--- src/rtl/arb_pkg.sv ---
// rtl/arb_pkg.sv - shared constants, state encoding and helpers for the hold arbiter
package arb_pkg;

  localparam int NUM_REQ = 4;
  localparam int ID_W    = 2;

  typedef enum logic {
    IDLE  = 1'b0,
    GRANT = 1'b1
  } state_t;

  function automatic logic [NUM_REQ-1:0] onehot_from_id(input logic [ID_W-1:0] id);
    return NUM_REQ'(1) << id;
  endfunction

endpackage

--- src/rtl/rr_pick4.sv ---
// rtl/rr_pick4.sv - combinational cyclic search of four requests starting at ptr
module rr_pick4
  import arb_pkg::*;
(
  input  logic [NUM_REQ-1:0] req,
  input  logic [ID_W-1:0]    ptr,
  output logic               valid,
  output logic [ID_W-1:0]    id
);

  logic [ID_W-1:0] idx;

  // Scan from the farthest offset back to ptr so the nearest requester wins.
  always_comb begin
    valid = 1'b0;
    id    = '0;
    idx   = '0;
    for (int i = NUM_REQ - 1; i >= 0; i--) begin
      idx = ptr + ID_W'(i);
      if (req[idx]) begin
        valid = 1'b1;
        id    = idx;
      end
    end
  end

endmodule

--- src/rtl/rr_hold_arbiter4.sv ---
// rtl/rr_hold_arbiter4.sv - four-way round-robin arbiter with bounded grant hold
module rr_hold_arbiter4
  import arb_pkg::*;
#(
  parameter int MAX_HOLD = 8,
  parameter int CNT_W    = 4
) (
  input  logic            clk,
  input  logic            rst,
  input  logic            req0,
  input  logic            req1,
  input  logic            req2,
  input  logic            req3,
  output logic            gnt0,
  output logic            gnt1,
  output logic            gnt2,
  output logic            gnt3,
  output logic [ID_W-1:0] gnt_id,
  output logic            busy,
  output logic            timeout
);

  localparam logic [CNT_W-1:0] HOLD_LIMIT = CNT_W'(MAX_HOLD);

  state_t              state, state_n;
  logic [NUM_REQ-1:0]  gnt_q, gnt_n;
  logic [ID_W-1:0]     id_q, id_n;
  logic [ID_W-1:0]     ptr_q, ptr_n;
  logic [CNT_W-1:0]    hold_q, hold_n;
  logic                timeout_q, timeout_n;

  logic [NUM_REQ-1:0]  req;
  logic                pick_valid;
  logic [ID_W-1:0]     pick_id;

  assign req = {req3, req2, req1, req0};

  rr_pick4 u_pick (
    .req   (req),
    .ptr   (ptr_q),
    .valid (pick_valid),
    .id    (pick_id)
  );

  always_ff @(posedge clk) begin
    if (rst) begin
      state     <= IDLE;
      gnt_q     <= '0;
      id_q      <= '0;
      ptr_q     <= '0;
      hold_q    <= '0;
      timeout_q <= 1'b0;
    end else begin
      state     <= state_n;
      gnt_q     <= gnt_n;
      id_q      <= id_n;
      ptr_q     <= ptr_n;
      hold_q    <= hold_n;
      timeout_q <= timeout_n;
    end
  end

  always_comb begin
    state_n   = state;
    gnt_n     = gnt_q;
    id_n      = id_q;
    ptr_n     = ptr_q;
    hold_n    = hold_q;
    timeout_n = 1'b0;

    unique case (state)
      IDLE: begin
        if (pick_valid) begin
          state_n = GRANT;
          gnt_n   = onehot_from_id(pick_id);
          id_n    = pick_id;
          hold_n  = CNT_W'(1);
          ptr_n   = pick_id + ID_W'(1);
        end
      end

      GRANT: begin
        if (!req[id_q]) begin
          if (pick_valid) begin
            gnt_n  = onehot_from_id(pick_id);
            id_n   = pick_id;
            hold_n = CNT_W'(1);
            ptr_n  = pick_id + ID_W'(1);
          end else begin
            state_n = IDLE;
            gnt_n   = '0;
            hold_n  = '0;
          end
        end else if (hold_q == HOLD_LIMIT) begin
          // ptr already sits past the owner, so the owner is searched last;
          // it still requests, so the pick cannot come back empty.
          timeout_n = 1'b1;
          gnt_n     = onehot_from_id(pick_id);
          id_n      = pick_id;
          hold_n    = CNT_W'(1);
          ptr_n     = pick_id + ID_W'(1);
        end else begin
          hold_n = hold_q + CNT_W'(1);
        end
      end

      default: begin
        state_n = IDLE;
        gnt_n   = '0;
        hold_n  = '0;
      end
    endcase
  end

  assign gnt0    = gnt_q[0];
  assign gnt1    = gnt_q[1];
  assign gnt2    = gnt_q[2];
  assign gnt3    = gnt_q[3];
  assign gnt_id  = id_q;
  assign busy    = |gnt_q;
  assign timeout = timeout_q;

endmodule

--- config.mk ---
export PLATFORM = sky130hd
export DESIGN_NAME = rr_hold_arbiter4
export DESIGN_NICKNAME = d
export VERILOG_FILES = /design/src/rtl/arb_pkg.sv /design/src/rtl/rr_pick4.sv /design/src/rtl/rr_hold_arbiter4.sv
export SDC_FILE = /design/constraint.sdc
export NUM_CORES = 1
export LEC_CHECK = 0
export ABC_AREA = 1
export BUFFER_PORTS_ARGS = -buffer_cell sky130_fd_sc_hd__buf_2
export CORE_UTILIZATION = 59
export DETAILED_ROUTE_END_ITERATION = 10
export HOLD_SLACK_MARGIN = 0.02
export PLACE_DENSITY = 0.92
export SYNTH_ARGS = -nofsm -noshare
export SYNTH_HDL_FRONTEND = slang
export SYNTH_SLANG_ARGS = --single-unit
--- constraint.sdc ---
create_clock -name clk -period 5.1 [get_ports clk]
set_clock_uncertainty 0.2 [all_clocks]
set_input_delay 0.51 -clock clk [delete_from_list [all_inputs] [get_ports clk]]
set_output_delay 0.51 -clock clk [all_outputs]
set_load 0.005 [all_outputs]
; Yosys cells after proc, flatten, opt, wreduce, memory -nomap -nowiden
; Cells that the tools add are included.
; W data, S select, Z words.
[totals]
reg_bits = 14
word_cells = 65
[classes]
order_cmp = 5
n_shift = 1
reduce_logical = 3
bitwise = 2
addsub = 5
n_eq_ne = 3
n_mux = 40
[op_table]
columns = operator, n
row1 = $mux W4, 7
row2 = $mux W2, 10
row3 = $pmux W4 S2, 2
row4 = $lt A2 B3 Y1 const B, 5
row5 = $mux W1, 13
row6 = $bmux W1 S2, 5
row7 = $pmux W2 S2, 2
row8 = $add A2 B1 Y2 const B, 2
row9 = $add A2 B2 Y2 const B, 2
row10 = $add A4 B1 Y4 const B, 1
row11 = $eq A4 B4 Y1 const B, 1
row12 = $reduce_or A4 Y1, 1
row13 = $shl A1 B2 Y4 const A, 1
row14 = $ne A3 B2 Y1 const B, 1
row15 = $reduce_or A3 Y1, 1
row16 = $ne A2 B2 Y1 const B, 1
row17 = $not A1 Y1, 2
row18 = $pmux W1 S2, 1
row19 = $reduce_and A2 Y1, 1

; Longest topological paths before layout
[depth]
ltp_word = 11
mapped_depth = 14

; Hierarchy
; A second synthesis with hierarchy kept.
[hier_totals]
cells_unflattened = 163
area_unflattened_um2 = 1066.0
[modules_own_cells]
columns = module, cells_per_inst, area_each_um2, instances
row1 = rr_hold_arbiter4, 117, 853.3, 1
row2 = rr_pick4, 46, 212.7, 1

; Worst setup path after synthesis
; OpenSTA, ideal clock, no wires.
[synth_path]
path_kind = input to register
startpoint = in req1
endpoint = reg ptr_q[1]
setup_ns = 0.070
setup_slack_ns = 3.291
cell_stages = 11
arrival_ns = 1.540
n_path_buf = 0
cell_sequence = inv_1 nand2_1 nand3_1 nand2_2 inv_1 nand2_1 nand3_1 nand2_2 inv_1 ha_1 a21oi_1
[synth_between]
elab_chain_len = 10
elab_cells_between_ends = 24
[synth_lines]
columns = element, line
row1 = from (decl), rr_hold_arbiter4.sv:11  ; input logic req1,
row2 = $bmux W1 S2, rr_pick4.sv:20  ; if (req[idx]) begin
row3 = $mux W1 (implied by the code), rr_pick4.sv:20
row4 = $mux W2 (4 in series), rr_pick4.sv:20
row5 = $add A2 B1 Y2, "rr_hold_arbiter4.sv:78, rr_hold_arbiter4.sv:88, rr_hold_arbiter4.sv:101"
row6 = "$mux W2, on equally long branches", "rr_hold_arbiter4.sv:73, rr_hold_arbiter4.sv:84, rr_hold_arbiter4.sv:94"
row7 = $mux W2, rr_hold_arbiter4.sv:83  ; if (!req[id_q]) begin
row8 = $pmux W2 S2, rr_hold_arbiter4.sv:71  ; unique case (state)
row9 = to (signal assigned), rr_hold_arbiter4.sv:57  ; ptr_q <= ptr_n;
row10 = to (decl), rr_hold_arbiter4.sv:28  ; logic [ID_W-1:0] ptr_q, ptr_n;
; Parallel ways exist; a longest one is shown, timed or not. The select of a mux whose other input is x is not followed.
; A chain may end at the register's enable or synchronous reset.

; Worst setup path after layout
[layout_path]
startpoint = reg ptr_q[0]
endpoint = reg ptr_q[1]
[layout_between]
elab_chain_len = 11
elab_cells_between_ends = 24
[layout_lines]
columns = element, line
row1 = $add A2 B2 Y2, rr_pick4.sv:19  ; idx = ptr + ID_W'(i);
row2 = $bmux W1 S2, rr_pick4.sv:20
row3 = $mux W1 (implied by the code), rr_pick4.sv:20
row4 = $mux W2 (4 in series), rr_pick4.sv:20
row5 = $add A2 B1 Y2, "rr_hold_arbiter4.sv:78, rr_hold_arbiter4.sv:88, rr_hold_arbiter4.sv:101"
row6 = "$mux W2, on equally long branches", "rr_hold_arbiter4.sv:73, rr_hold_arbiter4.sv:84, rr_hold_arbiter4.sv:94"
row7 = $mux W2, rr_hold_arbiter4.sv:83
row8 = $pmux W2 S2 *, rr_hold_arbiter4.sv:71
; Every way passes the cells marked *; elsewhere a longest branch is shown, timed or not. The select of a mux whose other input is x is not followed.

==> results.py <==
metrics = {
    "status": {
        "status": "complete, no violations",
    },
    "sta": {
        "slew_violations": 0,
        "fin_crit_sh_pct": 40.1,
        "finalCriticalPeriod_ns": 2.04,
        "timing.setup.tns_ns": 0,
        "max_fclk_mhz": 490,
        "hold_violations": 0,
        "timing.final.setup_violations": 0,
        "setup_ws_ns": 3.06,
        "slew_headroom_pct": 72.2,
        "grt_setup_unrepaired": "false",
        "timing_worst_slew_pin_value_ns": 0.416,
    },
    "route": {
        "postRouteWirelength_mm": 1.80,
        "vias_per_cell": 5.21,
        "first_iter_violations": 28,
        "ant_nets": 0,
        "routed_length_per_placed_instance_um": 10.2,
        "route.detailed.drc": 0,
        "first_pass_iters": 4,
        "count_of_vias_placed_by_the_detailed_router": 922,
    },
    "setup_path": {
        "maximum_fanout_along_the_worst_path": 10,
        "timing.critical_path.required_ns": 5.12,
        "setup.worst_path.class": "register to register",
        "worst_ep_arrival_time_ns": 2.06,
        "crit_path_max_incr_delay_ns": 0.58,
        "cp-start-kind": "register",
        "end_kind": "register",
        "cpMaxStageDelayCell": "sky130_fd_sc_hd__dfxtp_1",
        "path_common_cell": "sky130_fd_sc_hd__nand2_2",
        "crit_chain": "inv_6 -> nand2_2 -> nand3_1 -> nand2_2 -> inv_1 -> nand2_1 -> nand3_1 -> nand2_2 -> inv_1 -> ha_1 -> a21oi_1",
    },
    "placed_design": {
        "pre_cts_ws_ns": 3.04,
        "placement.io_buffers": 13,
        "globalplace.congestion": 0.899,
        "dp_hpwl_mm": 1.40,
        "numPlacedInstances": 174,
        "dpl-instance-area_um2": 1010,
    },
    "clock_network": {
        "cts.htree.levels": 1,
        "cts_resized": 0,
        "cts.root.buffer_cell": "sky130_fd_sc_hd__clkbuf_4",
        "worstSkewPairLatency_ns": 0.28,
        "post_cts_hold_buffer_count": 0,
        "cts.path.max_buffers": 2,
        "clk_pin_slew_worst_paths_ns": 0.08,
        "cts.sink_count": 14,
        "cts-buffers-inserted": 3,
        "tritoncts_clock_tree": "done",
        "cts_post_setup_buffers_inserted": 0,
    },
    "pwr": {
        "leakage_nw": 0.574,
        "switching_power_of_the_nets_mw": 0.280,
        "clockPowerShare_pct": 11.1,
        "worst_ir_drop_vdd_uv": 373,
        "power.share.combinational_pct": 58.4,
        "power.switching_fraction_pct": 49.1,
        "internal_power_mw": 0.290,
        "part_of_the_total_power_dissipated_in_sequential_elements_pct": 30.5,
        "power-per-cell-area_nw_per_um2": 554,
    },
    "finish": {
        "final_cell_count_no_fill": 177,
        "antenna_cells": 0,
        "layout.nets": 172,
        "multiInputGateArea_um2": 557,
        "areaGrowthSynthToFinish_pct": 9.89,
        "layout.cells.most_common": "sky130_fd_sc_hd__nand2_1",
        "layout-drive-gt1-share_pct": 20.5,
        "num-fill-cells": 125,
        "register_area_um2": 280,
        "final_area_um2": 1030,
        "mostFrequentLayoutCells": "48 x sky130_fd_sc_hd__nand2_1, 23 x sky130_fd_sc_hd__nand3_1, 17 x sky130_fd_sc_hd__inv_1",
    },
    "yosys": {
        "synth.yosys.warnings": 0,
        "ys_ff_latch": 14,
        "netlist-cell-type-count": 21,
        "synth_nets": 156,
        "synth.cell_area_um2": 936,
        "per_instance_average_area_after_synthesis_um2": 6.37,
        "post_synth_inst_count": 147,
        "synth-seq-area-share_pct": 29.9,
    },
    "global_routing": {
        "number_of_antenna_violations_at_the_first_check_in_global_routing": 0,
        "gr-usage-all-layers_pct": 22.3,
        "grt.overflow.total": 0,
        "grt_first_pass_wirelength_mm": 3.02,
        "first_global_vias": 791,
        "maximum_number_of_pins_on_one_net_before_global_route_repair": 11,
    },
    "worst_hold_path": {
        "timing.hold.worst.class": "register to register",
    },
    "floorplanning": {
        "die_h_um": 41.8,
        "fp.dieArea_um2": 1750,
        "io_pins": 14,
        "placeableCoreArea_um2": 1490,
        "fp-row-count": 14,
        "die_x_um": 41.8,
        "start_util_pct": 62.9,
    },
    "run": {
        "number_of_max_cap_violations": 0,
    },
}
flip-flops by register name, indices dropped and copies added, names as in the netlist:
register,cells
timeout,1
ptr_q,2
gnt_q,4
state,1
hold_q,4
gnt_id,2
power by group through the flow:
stage / clock (mW) / combinational, mW / sequential (mW)
2_1_floorplan: 0 / 0.275 / 0.165
3_5_place_dp: 0 / 0.331 / 0.176
4_1_cts: 0.0630 / 0.334 / 0.174
6_report: 0.0632 / 0.333 / 0.174
5_1_grt: 0.0683 / 0.385 / 0.179
3_3_place_gp: 0 / 0.322 / 0.177
Yosys cell counts:
library cell / n / area, µm²
sky130_fd_sc_hd__nand3_1: 23 / 115
sky130_fd_sc_hd__nand2_4: 2 / 22.5
sky130_fd_sc_hd__inv_6: 1 / 8.76
sky130_fd_sc_hd__o21ai_0: 1 / 5.00
sky130_fd_sc_hd__nand3_2: 2 / 20.0
sky130_fd_sc_hd__nand2_2: 7 / 43.8
sky130_fd_sc_hd__clkbuf_1: 1 / 3.75
sky130_fd_sc_hd__buf_6: 1 / 11.3
sky130_fd_sc_hd__nor2_2: 1 / 6.26
sky130_fd_sc_hd__dfxtp_1: 14 / 280
sky130_fd_sc_hd__clkinv_1: 1 / 3.75
sky130_fd_sc_hd__or4_1: 1 / 7.51
sky130_fd_sc_hd__nor2_1: 10 / 37.5
sky130_fd_sc_hd__nand4_1: 1 / 6.26
sky130_fd_sc_hd__a21oi_1: 7 / 35.0
sky130_fd_sc_hd__nor2_4: 2 / 22.5
sky130_fd_sc_hd__inv_2: 2 / 7.51
sky130_fd_sc_hd__xor2_1: 2 / 17.5
sky130_fd_sc_hd__inv_1: 17 / 63.8
sky130_fd_sc_hd__ha_1: 3 / 37.5
sky130_fd_sc_hd__nand2_1: 48 / 180
final timing paths:
| path | from | end | slack, ns | cells after the start |
|---|---|---|---|---|
| hold / removal | gnt_q[2]$_SDFFE_PP0P_ | gnt_q[2]$_SDFFE_PP0P_ | 0.28 | 2 |
| setup reg to reg | ptr_q[0]$_SDFFE_PP0P_ | ptr_q[1]$_SDFFE_PP0P_ | 3.06 | 11 |
| hold reg to reg | gnt_q[2]$_SDFFE_PP0P_ | gnt_q[2]$_SDFFE_PP0P_ | 0.28 | 2 |
| setup / recovery | ptr_q[0]$_SDFFE_PP0P_ | ptr_q[1]$_SDFFE_PP0P_ | 3.06 | 11 |
per-stage QoR:
step           hold WS, ns  utilization [%]  total power, mW
6_report             0.281             69.1            0.570
5_1_grt              0.301             69.1            0.632
4_1_cts              0.285             69.1            0.570
3_5_place_dp         0.271             67.6            0.507
3_3_place_gp         0.265             67.6            0.499
2_1_floorplan        0.264                -            0.440
layer usage:
layer / track usage [%] / vias up / routed length, µm
met1: 28.2 / 411 / 873
met5: 0 / - / 0
met4: 7.74 / 0 / 13
li1: - / 490 / -
met3: 6.52 / 5 / 78
met2: 35.9 / 16 / 832
worst max-delay path, delay by kind of cell, from the launching register on:
family | cells | cell delay (ns)
AO/OA/AOI/OAI | 1 | 0.12
adder cells (fa/ha/maj) | 1 | 0.28
buffers and inverters | 3 | 0.19
flip-flops | 1 | 0.58
AND/OR/NAND/NOR | 6 | 0.60
cells by family after synthesis:
kind of cell / count (synthesis) / synth area share (%)
flops: 14 / 29.9
simple gates: 97 / 49.3
fa+ha+maj: 3 / 4.01
compound gates: 8 / 4.28
xor+xnor: 2 / 1.87
buf+inv: 23 / 10.6
final cells by class:
type | instances | share of cell area [%]
multi-input combinational | 110 | 54.1
timing repair buffer | 13 | 6.33
tap | 16 | 1.95
clock buffer | 3 | 2.19
inverter | 21 | 8.15
sequential | 14 | 27.3
(Power assumes the default switching activity.)
